$ cat config.mk
export PLATFORM = sky130hd
export DESIGN_NAME = survivor_traceback
export DESIGN_NICKNAME = d
export VERILOG_FILES = /design/src/rtl/viterbi_pkg.sv /design/src/rtl/tb_survivor_mem.sv /design/src/rtl/survivor_traceback.sv
export SDC_FILE = /design/constraint.sdc
export NUM_CORES = 1
export LEC_CHECK = 0
export ABC_AREA = 1
export ABC_CLOCK_PERIOD_IN_PS = 3600
export BUFFER_PORTS_ARGS = -buffer_cell sky130_fd_sc_hd__clkbuf_2
export CAP_MARGIN = 5
export CORE_UTILIZATION = 50
export CTS_CLUSTER_SIZE = 30
export DETAILED_ROUTE_END_ITERATION = 10
export PLACE_DENSITY = 0.64
export RECOVER_POWER = 25
export SLEW_MARGIN = 15
export SYNTH_ARGS = -nofsm -noshare
export SYNTH_HDL_FRONTEND = slang
export SYNTH_SLANG_ARGS = --single-unit
$ cat constraint.sdc
create_clock -name clk -period 3.6 [get_ports clk]
set_input_delay 1.08 -clock clk [delete_from_list [all_inputs] [get_ports clk]]
set_output_delay 1.08 -clock clk [all_outputs]
set_load 0.02 [all_outputs]
$ cat src/rtl/viterbi_pkg.sv
// Shared Viterbi decoder constants, traceback FSM state type and trellis helper.
package viterbi_pkg;

    localparam int NUM_STATES = 8;
    localparam int STATE_W    = 3;
    localparam int TB_LEN     = 16;
    localparam int IDX_W      = 4;

    typedef enum logic [1:0] {
        ST_FILL  = 2'd0,
        ST_TRACE = 2'd1,
        ST_EMIT  = 2'd2
    } tb_fsm_e;

    // Step one column back in time: the oldest register bit is recovered from the survivor bit.
    function automatic logic [STATE_W-1:0] prev_trellis_state(
        input logic [STATE_W-1:0] cur,
        input logic               surv
    );
        return {cur[STATE_W-2:0], surv};
    endfunction

endpackage

$ cat src/rtl/tb_survivor_mem.sv
// Survivor column store: 16 columns of per-state ACS selection bits, sync write, async read.
module tb_survivor_mem
    import viterbi_pkg::*;
(
    input  logic                  clk,
    input  logic                  we,
    input  logic [IDX_W-1:0]      wr_addr,
    input  logic [NUM_STATES-1:0] wr_data,
    input  logic [IDX_W-1:0]      rd_addr,
    output logic [NUM_STATES-1:0] rd_data
);

    logic [NUM_STATES-1:0] mem_r [TB_LEN];

    // Column write; contents are don't-care until a full block has been written.
    always_ff @(posedge clk) begin
        if (we) begin
            mem_r[wr_addr] <= wr_data;
        end
    end

    assign rd_data = mem_r[rd_addr];

endmodule

$ cat src/rtl/survivor_traceback.sv
// Block traceback unit: fill 16 survivor columns, trace back 16 steps, emit bits oldest first.
// Optional macro TB_BEST_STATE_EN: start traceback from start_state instead of state 0.
module survivor_traceback
    import viterbi_pkg::*;
(
    input  logic                  clk,
    input  logic                  rst_n,
    input  logic                  in_valid,
    output logic                  in_ready,
    input  logic [NUM_STATES-1:0] sel_in,
    input  logic [STATE_W-1:0]    start_state,
    output logic                  out_valid,
    input  logic                  out_ready,
    output logic                  out_bit
);

    tb_fsm_e               state_r;
    tb_fsm_e               next_state_s;
    logic [IDX_W-1:0]      wr_idx_r;
    logic [IDX_W-1:0]      rd_idx_r;
    logic [IDX_W-1:0]      rd_next_s;
    logic [IDX_W-1:0]      col_idx_s;
    logic [STATE_W-1:0]    cur_state_r;
    logic [STATE_W-1:0]    start_s;
    logic [TB_LEN-1:0]     out_reg_r;
    logic [NUM_STATES-1:0] sel_col_s;
    logic                  in_ready_r;
    logic                  out_valid_r;
    logic                  out_bit_r;
    logic                  accept_s;
    logic                  last_col_s;
    logic                  tracing_s;
    logic                  trace_last_s;
    logic                  emit_hs_s;
    logic                  last_bit_s;
    logic                  dec_bit_s;
    logic                  surv_bit_s;

`ifdef TB_BEST_STATE_EN
    assign start_s = start_state;
`else
    logic start_unused_s;
    assign start_unused_s = ^start_state;
    assign start_s        = {STATE_W{1'b0}};
`endif

    // During TRACE wr_idx counts back down to 0, so the column being traced is wr_idx-1.
    assign col_idx_s    = wr_idx_r - 4'd1;
    assign rd_next_s    = rd_idx_r + 4'd1;
    assign accept_s     = in_valid & in_ready_r;
    assign last_col_s   = accept_s & (wr_idx_r == 4'd15);
    assign tracing_s    = (state_r == ST_TRACE);
    assign trace_last_s = tracing_s & (wr_idx_r == 4'd1);
    assign emit_hs_s    = out_valid_r & out_ready;
    assign last_bit_s   = emit_hs_s & (rd_idx_r == 4'd15);
    assign dec_bit_s    = cur_state_r[STATE_W-1];
    assign surv_bit_s   = sel_col_s[cur_state_r];

    tb_survivor_mem u_mem (
        .clk     (clk),
        .we      (accept_s),
        .wr_addr (wr_idx_r),
        .wr_data (sel_in),
        .rd_addr (col_idx_s),
        .rd_data (sel_col_s)
    );

    // Next-state decode for the FILL -> TRACE -> EMIT block cycle.
    always_comb begin
        next_state_s = state_r;
        case (state_r)
            ST_FILL:  if (last_col_s)   next_state_s = ST_TRACE; else next_state_s = ST_FILL;
            ST_TRACE: if (trace_last_s) next_state_s = ST_EMIT;  else next_state_s = ST_TRACE;
            ST_EMIT:  if (last_bit_s)   next_state_s = ST_FILL;  else next_state_s = ST_EMIT;
            default:  next_state_s = ST_FILL;
        endcase
    end

    // Control registers; handshake flags are registered from the next state.
    always_ff @(posedge clk or negedge rst_n) begin
        if (!rst_n) begin
            state_r     <= ST_FILL;
            wr_idx_r    <= 4'd0;
            rd_idx_r    <= 4'd0;
            cur_state_r <= 3'd0;
            in_ready_r  <= 1'b0;
            out_valid_r <= 1'b0;
            out_bit_r   <= 1'b0;
        end else begin
            state_r     <= next_state_s;
            in_ready_r  <= (next_state_s == ST_FILL);
            out_valid_r <= (next_state_s == ST_EMIT);
            if (accept_s) begin
                wr_idx_r <= wr_idx_r + 4'd1;
            end else if (tracing_s) begin
                wr_idx_r <= col_idx_s;
            end
            if (last_col_s) begin
                cur_state_r <= start_s;
            end else if (tracing_s) begin
                cur_state_r <= prev_trellis_state(cur_state_r, surv_bit_s);
            end
            if (emit_hs_s) begin
                rd_idx_r <= rd_next_s;
            end
            // Column 0 is decoded in the last TRACE cycle, so present it directly.
            if (trace_last_s) begin
                out_bit_r <= dec_bit_s;
            end else if (emit_hs_s) begin
                out_bit_r <= out_reg_r[rd_next_s];
            end
        end
    end

    // Decoded bits land at their column position; no reset needed.
    always_ff @(posedge clk) begin
        if (tracing_s) begin
            out_reg_r[col_idx_s] <= dec_bit_s;
        end
    end

    assign in_ready  = in_ready_r;
    assign out_valid = out_valid_r;
    assign out_bit   = out_bit_r;

endmodule

==> qor.yml <==
status: "finished, final reports clean"
maxSlewViolCount: 0
cp_data_required_time_ns: 3.66
synth_area_leaders: "edfxtp_1, nand2_1, nand3_1"
nFillCells: 1161
cp_max_fo: 67
path_class: "register to register"
gp_congestion: 0.862
drc: 0
synthTopCellsByCount: "nand2_1, edfxtp_1, nand3_1"
die-area_um2: 14200
ctsResizeCount: 0
grt_use_met1: 0.301
skew_ns: 0.00729
initial_core_util: 0.515
synth_edf_count: 144
port_buffers: 14
rsz0062_at_grt: "no"
min-delay-start: "state_r[1]"
clock-root-buffer: "clkbuf_16"
grt_start_max_net_pins: 68
busiest_layer: "met2"
wl_mm: 14.4
io-pin-count: 18
worst_ir_drop_vdd_uv: 434
grtUsageMet2: 0.344
async_reset_ff_frac: 0.100
antenna_found_initial: 0
cts_tree: "yes"
ys_seq_area_frac: 0.688
slew_headroom: 0.390
dr.first_iter.drc_count: 322
p_per_area_nw_per_um2: 874
regToRegSetupSlack_ns: 1.09
reg2reg_to: "u_mem.mem_r[1][2]"
synth_flop_cell: "edfxtp_1"
period_minus_slack_ns: 2.51
yosys_warnings: 0
fin_ws_ns: 1.09
dpl_cell_area_um2: 7030
hold_buffers: 0
cts_made_buffers: 17
cp.arrival_ns: 2.57
total_power_uw: 6670
cts.sinks: 160
cts_setup_buffers: 0
start_kind: "register"
grt_use_met3: 0.0527
setup_viol: 0
viasPerCell: 5.33
synth_cell_types: 28
diodes: 0
vias: 4454
post-place-ws_ns: 0.937
area_growth_pct: 11.1
layout-drive-gt1-share: 0.0759
grt_util_all_layers: 0.223
worst_skew_pair.late_latency_ns: 0.43
ys_seq_elements: 160
synthCells: 635
clk_path_buf_depth: 2
yosysTopAreaCell: "edfxtp_1"
synth_top_area_share: 0.629
dieWidth_um: 119
timing.rr.start: "wr_idx_r[0]"
whs_path_depth: 1
core_area_um2: 13300
die_h_um: 119
hold_path_class: "register to register"
grt_pass1_wl_mm: 23.1
maxCapViolCount: 0
hpwl_mm: 8.82
fin_area_um2: 7630
cts_max_level: 4
row_count: 42
leakage_uw: 0.00291
firstDrtPassIters: 4
grt_pass1_vias: 4402
period_share: 0.697
r2r.worst_path.cells: 4
grt-ovfl-total: 0
yosysMostFrequentCell: "nand2_1"
endpoint_kind: "register"
whs_endpoint: "state_r[0]"
wl_per_cell_um: 17.2
clk_pin_slew_worst_paths_ns: 0.06
synth_area_um2: 6870
setup-tns-final_ns: 0
finalHoldViolations: 0
clock.fmax_mhz: 398
worst_slew_pin_slew_ns: 0.915
nets: 667
ant_nets: 0
synth_nets: 656
syn_area_per_cell_um2: 10.8
kinds of logic (layout without fill, tap and decap cells):
kind of cell               Yosys count  in the layout  share of synthesized area
adders and majority gates            6              6                     0.0109
AOI/OAI and AO/OA                   20             20                     0.0197
xor gates and xnor gates             5              5                    0.00637
buffers and inverters               53             77                     0.0388
muxes                                4              4                    0.00601
and+or+nand+nor                    387            387                      0.231
DFF                                160            160                      0.688
metal layers:
metal  vias up  wire (um)
li1       2175          -
met2       132       6730
met5         -          0
met4         0        282
met1      2125       6600
met3        22        759
sequential cells by signal (all words and copies together), names as in the netlist:
register     cells
in_ready         1
rd_idx_r         4
wr_idx_r         4
out_valid        1
u_mem.mem_r    128
out_reg_r       16
cur_state_r      3
state_r          2
out_bit          1
layout make-up:
cell class	count	area (um^2)	share of cell area
flip-flops and latches	160	4730	0.619
multi-input cells	422	1880	0.246
clock buffers	22	444	0.0582
well taps	176	220	0.0289
clock inverters	10	161	0.0211
repair buffers	19	100	0.0131
inverters	26	100	0.0131
where the power goes:
part | internal [uW] | switching, uW
Sequential | 2170 | 116
Clock | 1160 | 693
Combinational | 743 | 1780
Total | 4070 | 2590
placed cells by master, fill, tap and decap left out, types with 2 or more instances in the layout:
cell type     n
buf_4         5
bufinv_16     4
clkbuf_1     11
clkbuf_16    17
clkbuf_2      8
clkinv_2      2
clkinvlp_4    3
dfrtp_1      15
edfxtp_1    144
ha_1          6
inv_1        21
inv_2         4
mux2i_1       3
nand2_1     235
nand2_2       2
nand3_1      90
nor2_1       56
o211ai_1      2
o21ai_0       7
o221ai_1      4
o22ai_1       3
or2_0         2
xor2_1        5
worst max-delay path, stage by stage, from the launching register on:
cell and delay (ns):
dfrtp_2 0.37, buf_4 0.59, ha_1 0.34, nand2_1 0.22, nor2_1 0.62
metrics by stage:
stage	utilization	hold slack, ns	cells
3_3_place_gp	0.527	0.480	803
6_report	0.572	0.487	835
4_1_cts	0.572	0.500	835
3_5_place_dp	0.527	0.482	803
2_1_floorplan	-	0.443	635
5_1_grt	0.572	0.531	835
worst max-delay path by stage:
| stage | startpoint | end | slack [ns] |
|---|---|---|---|
| 2_1_floorplan | in_valid | in_ready | 1.22 |
| 3_3_place_gp | in_valid | u_mem.mem_r[3][2] | 0.97 |
| 3_5_place_dp | in_valid | u_mem.mem_r[0][0] | 0.94 |
| 4_1_cts | wr_idx_r[0] | u_mem.mem_r[1][6] | 1.08 |
| 5_1_grt | wr_idx_r[0] | cur_state_r[0] | 0.87 |
| 6_report | wr_idx_r[0] | u_mem.mem_r[1][2] | 1.09 |
Note: power is estimated with default switching activity, not from simulation.
